[src/rtl/character_update_sequencer_if.sv]
// Signal bundle between the character update sequencer, the game FSM that
// requests ticks, and the character coordinate register file.
interface character_update_sequencer_if;
  logic       start;
  logic [1:0] pacman_dir;
  logic       pacman_move;
  logic [7:0] ghost_dir;
  logic [3:0] ghost_move;
  logic [7:0] rf_x_rd;
  logic [7:0] rf_y_rd;
  logic [7:0] rf_x_wr;
  logic [7:0] rf_y_wr;
  logic [2:0] rf_character_type;
  logic       rf_readwrite;
  logic       busy;
  logic       done;
  logic       collision;
  logic [3:0] collided_ghost;

  modport master (
    input  start, pacman_dir, pacman_move, ghost_dir, ghost_move, rf_x_rd, rf_y_rd,
    output rf_x_wr, rf_y_wr, rf_character_type, rf_readwrite, busy, done,
           collision, collided_ghost
  );

  modport slave (
    output start, pacman_dir, pacman_move, ghost_dir, ghost_move, rf_x_rd, rf_y_rd,
    input  rf_x_wr, rf_y_wr, rf_character_type, rf_readwrite, busy, done,
           collision, collided_ghost
  );
endinterface

[src/rtl/character_update_sequencer.sv]
// Per-tick sweep over Pacman and the four ghosts: read coordinates, step and
// clamp them, write them back, then report Pacman/ghost collisions.
module character_update_sequencer #(
  parameter int STEP     = 1,
  parameter int X_MIN    = 0,
  parameter int X_MAX    = 159,
  parameter int Y_MIN    = 0,
  parameter int Y_MAX    = 119,
  parameter int HIT_DIST = 4
) (
  input logic clock_50,
  input logic reset,
  character_update_sequencer_if.master bus
);

  typedef enum logic [2:0] {IDLE, READ, CAPTURE, WRITE, DONE} state_t;

  localparam logic [2:0] LAST_CHAR = 3'd4;

  state_t     state_q, state_d;
  logic [2:0] index_q, index_d;
  logic [7:0] x_wr_q, x_wr_d;
  logic [7:0] y_wr_q, y_wr_d;
  logic [7:0] new_x_q [5];
  logic [7:0] new_x_d [5];
  logic [7:0] new_y_q [5];
  logic [7:0] new_y_d [5];
  logic       collision_q, collision_d;
  logic [3:0] collided_q, collided_d;

  logic [1:0] cur_dir;
  logic       cur_move;
  logic [7:0] step_x;
  logic [7:0] step_y;
  logic [3:0] hits;

  // Arithmetic is widened to int so a step below zero or past 255 clamps instead of wrapping.
  function automatic logic [7:0] move_axis(input logic [7:0] v, input logic dec,
                                           input logic inc, input int lo, input int hi);
    int t;
    t = int'(v);
    if (dec) t = t - STEP;
    if (inc) t = t + STEP;
    if (t < lo) t = lo;
    if (t > hi) t = hi;
    return t[7:0];
  endfunction

  function automatic logic near(input logic [7:0] a, input logic [7:0] b);
    int d;
    d = int'(a) - int'(b);
    if (d < 0) d = -d;
    return d < HIT_DIST;
  endfunction

  always_comb begin
    cur_dir  = bus.pacman_dir;
    cur_move = bus.pacman_move;
    case (index_q)
      3'd1:    begin cur_dir = bus.ghost_dir[1:0]; cur_move = bus.ghost_move[0]; end
      3'd2:    begin cur_dir = bus.ghost_dir[3:2]; cur_move = bus.ghost_move[1]; end
      3'd3:    begin cur_dir = bus.ghost_dir[5:4]; cur_move = bus.ghost_move[2]; end
      3'd4:    begin cur_dir = bus.ghost_dir[7:6]; cur_move = bus.ghost_move[3]; end
      default: ;
    endcase
    step_x = move_axis(bus.rf_x_rd, cur_move && (cur_dir == 2'b10),
                       cur_move && (cur_dir == 2'b11), X_MIN, X_MAX);
    step_y = move_axis(bus.rf_y_rd, cur_move && (cur_dir == 2'b00),
                       cur_move && (cur_dir == 2'b01), Y_MIN, Y_MAX);
    hits = '0;
    for (int k = 1; k < 5; k++) begin
      hits[k-1] = near(new_x_q[0], new_x_q[k]) && near(new_y_q[0], new_y_q[k]);
    end
  end

  always_comb begin
    state_d     = state_q;
    index_d     = index_q;
    x_wr_d      = x_wr_q;
    y_wr_d      = y_wr_q;
    new_x_d     = new_x_q;
    new_y_d     = new_y_q;
    collision_d = collision_q;
    collided_d  = collided_q;
    case (state_q)
      IDLE: begin
        if (bus.start) begin
          index_d     = '0;
          collision_d = 1'b0;
          collided_d  = '0;
          state_d     = READ;
        end
      end
      READ:    state_d = CAPTURE;
      CAPTURE: begin
        x_wr_d = step_x;
        y_wr_d = step_y;
        for (int k = 0; k < 5; k++) begin
          if (index_q == 3'(k)) begin
            new_x_d[k] = step_x;
            new_y_d[k] = step_y;
          end
        end
        state_d = WRITE;
      end
      WRITE: begin
        if (index_q == LAST_CHAR) begin
          state_d = DONE;
        end else begin
          index_d = index_q + 3'd1;
          state_d = READ;
        end
      end
      DONE: begin
        collided_d  = hits;
        collision_d = |hits;
        state_d     = IDLE;
      end
      default: state_d = IDLE;
    endcase
  end

  always_ff @(posedge clock_50) begin
    if (reset) begin
      state_q     <= IDLE;
      index_q     <= '0;
      x_wr_q      <= '0;
      y_wr_q      <= '0;
      collision_q <= 1'b0;
      collided_q  <= '0;
      for (int k = 0; k < 5; k++) begin
        new_x_q[k] <= '0;
        new_y_q[k] <= '0;
      end
    end else begin
      state_q     <= state_d;
      index_q     <= index_d;
      x_wr_q      <= x_wr_d;
      y_wr_q      <= y_wr_d;
      collision_q <= collision_d;
      collided_q  <= collided_d;
      new_x_q     <= new_x_d;
      new_y_q     <= new_y_d;
    end
  end

  // Outside the per-character states the register file sees a harmless read of slot 0.
  assign bus.rf_character_type = (state_q == READ || state_q == CAPTURE || state_q == WRITE)
                                 ? index_q : 3'd0;
  assign bus.rf_readwrite      = (state_q == WRITE);
  assign bus.rf_x_wr           = x_wr_q;
  assign bus.rf_y_wr           = y_wr_q;
  assign bus.busy              = (state_q != IDLE);
  assign bus.done              = (state_q == DONE);
  assign bus.collision         = collision_q;
  assign bus.collided_ghost    = collided_q;

endmodule

[src/flat_wrapper.sv]
// flat-port wrapper written by rule: the top's interface ports become plain ports
module character_update_sequencer_flat 
#(
  parameter int STEP     = 1,
  parameter int X_MIN    = 0,
  parameter int X_MAX    = 159,
  parameter int Y_MIN    = 0,
  parameter int Y_MAX    = 119,
  parameter int HIT_DIST = 4
)
  (clock_50, reset, bus_start, bus_pacman_dir, bus_pacman_move, bus_ghost_dir, bus_ghost_move, bus_rf_x_rd, bus_rf_y_rd, bus_rf_x_wr, bus_rf_y_wr, bus_rf_character_type, bus_rf_readwrite, bus_busy, bus_done, bus_collision, bus_collided_ghost);
  character_update_sequencer_if bus_i ();
  input logic clock_50;
  input logic reset;
  input wire logic [$bits(bus_i.start)-1:0] bus_start;
  input wire logic [$bits(bus_i.pacman_dir)-1:0] bus_pacman_dir;
  input wire logic [$bits(bus_i.pacman_move)-1:0] bus_pacman_move;
  input wire logic [$bits(bus_i.ghost_dir)-1:0] bus_ghost_dir;
  input wire logic [$bits(bus_i.ghost_move)-1:0] bus_ghost_move;
  input wire logic [$bits(bus_i.rf_x_rd)-1:0] bus_rf_x_rd;
  input wire logic [$bits(bus_i.rf_y_rd)-1:0] bus_rf_y_rd;
  output wire logic [$bits(bus_i.rf_x_wr)-1:0] bus_rf_x_wr;
  output wire logic [$bits(bus_i.rf_y_wr)-1:0] bus_rf_y_wr;
  output wire logic [$bits(bus_i.rf_character_type)-1:0] bus_rf_character_type;
  output wire logic [$bits(bus_i.rf_readwrite)-1:0] bus_rf_readwrite;
  output wire logic [$bits(bus_i.busy)-1:0] bus_busy;
  output wire logic [$bits(bus_i.done)-1:0] bus_done;
  output wire logic [$bits(bus_i.collision)-1:0] bus_collision;
  output wire logic [$bits(bus_i.collided_ghost)-1:0] bus_collided_ghost;
  assign bus_i.start = bus_start;
  assign bus_i.pacman_dir = bus_pacman_dir;
  assign bus_i.pacman_move = bus_pacman_move;
  assign bus_i.ghost_dir = bus_ghost_dir;
  assign bus_i.ghost_move = bus_ghost_move;
  assign bus_i.rf_x_rd = bus_rf_x_rd;
  assign bus_i.rf_y_rd = bus_rf_y_rd;
  assign bus_rf_x_wr = bus_i.rf_x_wr;
  assign bus_rf_y_wr = bus_i.rf_y_wr;
  assign bus_rf_character_type = bus_i.rf_character_type;
  assign bus_rf_readwrite = bus_i.rf_readwrite;
  assign bus_busy = bus_i.busy;
  assign bus_done = bus_i.done;
  assign bus_collision = bus_i.collision;
  assign bus_collided_ghost = bus_i.collided_ghost;
  character_update_sequencer #(.STEP(STEP), .X_MIN(X_MIN), .X_MAX(X_MAX), .Y_MIN(Y_MIN), .Y_MAX(Y_MAX), .HIT_DIST(HIT_DIST)) u_core (.clock_50(clock_50), .reset(reset), .bus(bus_i));
endmodule
[config.mk]
export PLATFORM = sky130hd
export DESIGN_NAME = character_update_sequencer_flat
export DESIGN_NICKNAME = d
export VERILOG_FILES = /design/src/rtl/character_update_sequencer_if.sv /design/src/rtl/character_update_sequencer.sv /design/src/flat_wrapper.sv
export SDC_FILE = /design/constraint.sdc
export NUM_CORES = 1
export LEC_CHECK = 0
export ABC_AREA = 1
export CAP_MARGIN = 20
export CORE_MARGIN = 8
export CORE_UTILIZATION = 40
export DETAILED_ROUTE_END_ITERATION = 12
export HOLD_SLACK_MARGIN = 0.1
export MAX_ROUTING_LAYER = met4
export PLACE_DENSITY = 0.66
export SLEW_MARGIN = 10
export SYNTH_ARGS = -nofsm -noshare
export SYNTH_HDL_FRONTEND = slang
export SYNTH_SLANG_ARGS = --single-unit
[constraint.sdc]
create_clock -name clock_50 -period 12 [get_ports clock_50]
set_input_delay 2.4 -clock clock_50 [delete_from_list [all_inputs] [get_ports clock_50]]
set_output_delay 2.4 -clock clock_50 [all_outputs]
set_load 0.02 [all_outputs]
---- After elaboration in Yosys (flattened, before gate mapping) ----
Index checks and enable logic that the tools add are counted.
word-level totals
  bits in registers ....................... 107
  latch bits .............................. 0
  bits in writable memories ............... 0
  ROM bits ................................ 0
  input port bits ......................... 34
  output and inout port bits .............. 27
  word-level logic and storage cells ...... 123
  memories ................................ 0
operators by class
  $add $sub $neg .......................... 21
  multipliers ............................. 0
  divide/modulo/power cells ............... 0
  order comparisons ....................... 20
  equality and inequality tests ........... 13
  shifts and indexed selects .............. 0
  mux-type cells .......................... 29
  bitwise operators ....................... 0
  reduce and logical (&&, ||, !) cells .... 24
operator list
  kind                                                             count
  two-way mux 32 bit                                               14
  less-than comparator 32 x 1 -> 1 bit (second input constant)     10
  less-than comparator 32 x 4 -> 1 bit (second input constant)     8
  negator 32 bit                                                   8
  subtractor 8 x 8 -> 9 bit                                        8
  adder 32 x 2 -> 32 bit (second input constant)                   2
  greater-than comparator 32 x 8 -> 1 bit (second input constant)  1
  greater-than comparator 32 x 9 -> 1 bit (second input constant)  1
  subtractor 8 x 1 -> 9 bit (second input constant)                2
  two-way mux 8 bit                                                2
  two-way mux 3 bit                                                5
  equality test 3 x 2 -> 1 bit (second input constant)             4
  one-hot mux 3 bit (4 select lines)                               1
  AND reduction 2 bit                                              6
  logical AND 1 bit                                                8
  one-hot mux 2 bit (4 select lines)                               1
  one-hot mux 4 bit (2 select lines)                               1
  equality test 3 x 1 -> 1 bit (second input constant)             2
  equality test 3 bit (second input constant)                      2
  zero test 3 bit                                                  2
  one-hot mux 3 bit (2 select lines)                               1
  equality test 2 bit (second input constant)                      2
  two-way mux 4 bit                                                1
  inequality test 2 bit (second input constant)                    2
  other kinds (11)                                                 13

---- Logic depth before layout (Yosys ltp) ----
  depth in word-level cells ............... 11
  depth in mapped cells ................... 27
  depth with buffers taken out ............ 26

---- Worst setup path before layout ----
No wires, ideal clock.
  path type ............................... input -> register
  start point ............................. in bus_ghost_dir[7]
  end point ............................... reg u_core.new_x_q[32] (netlist name)
  library setup time ...................... 0.109 ns
  data arrival time ....................... 5.292 ns
  required time ........................... 11.891 ns
  setup slack ............................. 6.599 ns
  stages on the path ...................... 20
  buffers on the path ..................... 2
  cell sequence ........................... nand3_1 > nand2_1 > nor2_2 > nand2_1 > nand2_4 > nor2_4 > nand2_4 > nor3_2 > inv_1 > nor4_1 > nand3_1 > ha_1 > nand4_1 > nor4_1 > a311o_1 > clkbuf_1 > clkbuf_1 > nand4_1 > nand2_1 > inv_1
on the way
  word-level cells in the longest chain between the ends .. 10
  elaborated cells between the ends (all ways) .. 12
  classes of those cells .................. add/sub (1); order compare (2); eq/ne (2); mux (5); reduce/logical (2)
ends and longest elaborated chain
  what                                     line                               RTL
  start: declaration                       flat_wrapper.sv:18                 input wire logic [$bits(bus_i.ghost_dir)-1:0] bus_ghost_dir;
  one-hot mux 2 bit (4 select lines) *     character_update_sequencer.sv:59   case (index_q)
  equality test 2 bit                      character_update_sequencer.sv:66   step_x = move_axis(bus.rf_x_rd, cur_move && (cur_dir == 2'b10),
  logical AND 1 bit                        character_update_sequencer.sv:66
  two-way mux 32 bit                       character_update_sequencer.sv:42   if (dec) t = t - STEP;
  adder 32 x 2 -> 32 bit                   character_update_sequencer.sv:43   if (inc) t = t + STEP;
  two-way mux 32 bit *                     character_update_sequencer.sv:43
  less-than comparator 32 x 1 -> 1 bit     character_update_sequencer.sv:44   if (t < lo) t = lo;
  two-way mux 32 bit *                     character_update_sequencer.sv:44
  greater-than comparator 32 x 9 -> 1 bit  character_update_sequencer.sv:45   if (t > hi) t = hi;
  two-way mux 8 bit *                      character_update_sequencer.sv:45
  end signal: assignment                   character_update_sequencer.sv:142  new_x_q <= new_x_d;
  end: declaration                         character_update_sequencer.sv:24   logic [7:0] new_x_q [5];
Every way passes the cells marked *; elsewhere a longest branch is shown, timed or not.
A chain may end at the register's enable or synchronous reset.

---- Final worst setup path ----
  start point ............................. in bus_ghost_dir[3]
  end point ............................... reg u_core.x_wr_q[5], in the netlist u_core.bus.rf_x_wr[5]
on the way
  word-level cells in the longest chain between the ends .. 10
  elaborated cells between the ends (all ways) .. 12
  classes of those cells .................. add/sub (1); order compare (2); eq/ne (2); mux (5); reduce/logical (2)
ends and longest elaborated chain
  what                                     line                               RTL
  one-hot mux 2 bit (4 select lines) *     character_update_sequencer.sv:59
  equality test 2 bit                      character_update_sequencer.sv:66
  logical AND 1 bit                        character_update_sequencer.sv:66
  two-way mux 32 bit                       character_update_sequencer.sv:42
  adder 32 x 2 -> 32 bit                   character_update_sequencer.sv:43
  two-way mux 32 bit *                     character_update_sequencer.sv:43
  less-than comparator 32 x 1 -> 1 bit     character_update_sequencer.sv:44
  two-way mux 32 bit *                     character_update_sequencer.sv:44
  greater-than comparator 32 x 9 -> 1 bit  character_update_sequencer.sv:45
  two-way mux 8 bit *                      character_update_sequencer.sv:45
  end signal: assignment                   character_update_sequencer.sv:138  x_wr_q <= x_wr_d;
  end: declaration                         character_update_sequencer.sv:22   logic [7:0] x_wr_q, x_wr_d;
Marked as above.

==> impl_metrics.yaml <==
floorplanning:
  core_um2: 23500
  die_h_um: 171
  rows: 56
  io-pin-count: 61
  die_w_um: 171
  start_util_pct: 40.8
  die_area_um2: 29200
finish:
  num_antenna_cells: 0
  nets: 1647
  syn_to_final_growth_pct: 12.5
  layout-drive-gt1-share_pct: 6.31
power:
  ir_worst_vdd_mv: 0.0809
  p_per_area_nw_per_um2: 191
  power.leakage_nw: 5.05
  finalPower_mw: 2.06
logic_synthesis:
  synth.top_cell.area_share_pct: 22.3
  yosysMostFrequentCell: "nand2_1"
  netlist_area_um2: 9590
  synth_cells: 1474
  synth_commonest_cells: "nand2_1, inv_1, nor2_1"
  synth.distinct_cells: 48
  synth_area_leader_cell: "dfxtp_1"
  yosysWarnings: 0
  synth.area.top_cells: "dfxtp_1, ha_1, nand2_1, inv_1, nor2_1"
  synthArstFlopShare_pct: 0
  ys_ff_latch: 107
  syn-num-nets: 1605
  ys.flop_type: "dfxtp_1"
  yosysSeqAreaShare_pct: 22.3
  synth_edf_count: 0
  syn_avg_cell_area_um2: 6.50
timing:
  rsz0062_at_grt: "false"
  period_needed_ns: 6.14
  setup_viol: 0
  hold-worst-slack_ns: 0.443
  clock.fmax_mhz: 163
  finalClockSkew_ns: 0.00832
  max_slew.worst_pin.slew_ns: 0.849
  post-route-period-util_pct: 51.2
  hold_viol_final: 0
  tns_ns: 0
  slew_violations: 0
  max_slew_margin_pct: 42.9
placed_design:
  post-dp-hpwl_mm: 19.3
  portBuffers: 60
  routabilityCongestion: 0.925
drt:
  avgRoutedWirePerCell_um: 13.6
  ant_nets: 0
  dr.pass1.iters: 5
  wl_mm: 24.9
  drt-vias-per-instance: 5.02
  drtIter0Drc: 664
  drc_errors: 0
  num_vias: 9229
setup_path:
  path_delay_family: "simple AND/OR/NAND/NOR gates"
  worst_path_largest_cell_delay_ns: 0.65
  criticalPathCategory: "primary input to register"
  rrSetupSlack_ns: 7.33
  cp_num_buf_inv: 2
  cp-end-kind: "register"
  slowest_stage: "nor4_1"
  startpoint_type: "primary input"
  required_ns: 12.22
  crit_top_cell: "nand2_1"
  path_max_fanout: 31
  crit_arrival_ns: 6.37
  path_cells: "clkdlybuf4s50_1 -> nand3_2 -> nand2_1 -> nor2_2 -> nand2_1 -> nand2_4 -> nor2_4 -> nand2_4 -> nor3_2 -> inv_1 -> nor4_1 -> nand3_1 -> ha_1 -> o21ai_1 -> nand3_1 -> nand2_1 -> nand2_2 -> nand3_2 -> a21oi_1"
clocking:
  cts_tree: "done"
  hold_buffers: 0
  post-cts-setup-buffer-count: 0
  cts_buffers: 9
  clock_latency_ns: 0.36
  post_cts_resized: 0
  clock_sinks: 107
  path_clk_slew_ns: 0.08
  root_buffer: "clkbuf_16"
  cts.htree.levels: 3
  clk_path_buf_depth: 2
min_path:
  hp-class: "register to register"
global_route:
  overflow: 0
  grt_first_pass_wirelength_mm: 41.4
  antenna_found_initial: 0
  grt_max_degree: 55
  grt_pass1_vias: 8633
  grt_usage_pct: 17.8
run_status:
  outcome: "complete, no violations"
run:
  maxCapViolations: 0
==> cells in the final DEF (no fill, tap or decap), types with 5 or more instances in the layout <==
cell,n
nor2_4,5
dfxtp_1,107
buf_4,8
o21ai_0,78
o211ai_1,12
a21oi_1,102
nand2_2,15
fa_1,8
xnor2_1,17
a31oi_1,5
nor4_1,6
ha_1,89
nand3b_1,8
inv_1,236
inv_2,9
nand4_1,56
clkbuf_16,9
nand2_1,281
nand4_4,6
nor3_1,16
xor2_1,37
nor2_1,179
nand3_2,8
nor2_2,10
nand3_1,96
o21ai_1,7
nand2_4,6
clkdlybuf4s50_1,60
o21bai_1,5
==> cell type report <==
cell class,count,area [µm²]
fill,2464,12700
multi-input combinational,1082,6350
sequential,107,2140
inverter,248,933
timing repair buffer,68,661
tap,319,399
clock buffer,10,239
clock inverter,6,67.6
==> path summary, 6_finish.rpt <==
path / start / cells past startpoint / endpoint
min: u_core.bus.rf_y_wr[7] / 2 / u_core.bus.rf_y_wr[7]
min reg2reg: u_core.bus.rf_y_wr[7] / 2 / u_core.bus.rf_y_wr[7]
max: bus_ghost_dir[3] / 19 / u_core.bus.rf_x_wr[5]
max reg2reg: u_core.index_q[2] / 19 / u_core.bus.rf_x_wr[5]
==> logic make-up (layout without fill, tap and decap cells) <==
kind of cell	after synthesis	in the layout	share of synthesized area [%]
buffers and inverters	285	332	11.5
and+or+nand+nor	704	704	34.9
adders and majority gates	97	97	13.3
AOI/OAI and AO/OA	226	226	12.9
DFF	107	107	22.3
xor gates and xnor gates	55	55	5.10
==> worst register-to-register path, delay by kind of cell (launching register included) <==
kind / cells / cell delay [ns]
flops: 1 / 0.51
buf+inv: 2 / 0.27
simple gates: 12 / 2.49
compound gates: 3 / 0.71
fa+ha+maj: 2 / 0.57
==> through the flow <==
| step | std cells | utilization (%) | setup WS (ns) | area [µm²] |
|---|---|---|---|---|
| global placement | 1824 | 44.7 | 5.69 | 10500 |
| global route | 1840 | 46.0 | 5.43 | 10800 |
| finish | 1840 | 46.0 | 5.86 | 10800 |
| detailed placement | 1824 | 44.7 | 5.58 | 10500 |
| CTS | 1840 | 46.0 | 5.96 | 10800 |
| floorplan | 1474 | - | 6.60 | 9590 |
==> routing by layer <==
layer  global-route usage, %  part of all wire [%]  vias to the layer above
met4                    4.73                   1.8                        0
met5                       -                     0                        -
met3                    2.44                   5.1                       28
met1                    21.9                    46                     4124
li1                        -                     -                     4897
met2                    30.4                    47                      180
==> report_power, final <==
group / internal, mW / total (mW) / switching [mW]
registers: 0.383 / 0.415 / 0.0326
logic: 0.459 / 1.34 / 0.882
clock network: 0.153 / 0.303 / 0.150
total: 0.995 / 2.06 / 1.06
==> state kept, by name, summed over array words and instances, names as in the netlist <==
register / cells
u_core.new_x_q: 40
u_core.index_q: 3
u_core.bus.rf_x_wr: 8
u_core.state_q: 3
u_core.bus.collision: 1
u_core.bus.collided_ghost: 4
u_core.new_y_q: 40
u_core.bus.rf_y_wr: 8
No activity file was read; power rests on OpenSTA's default activity.
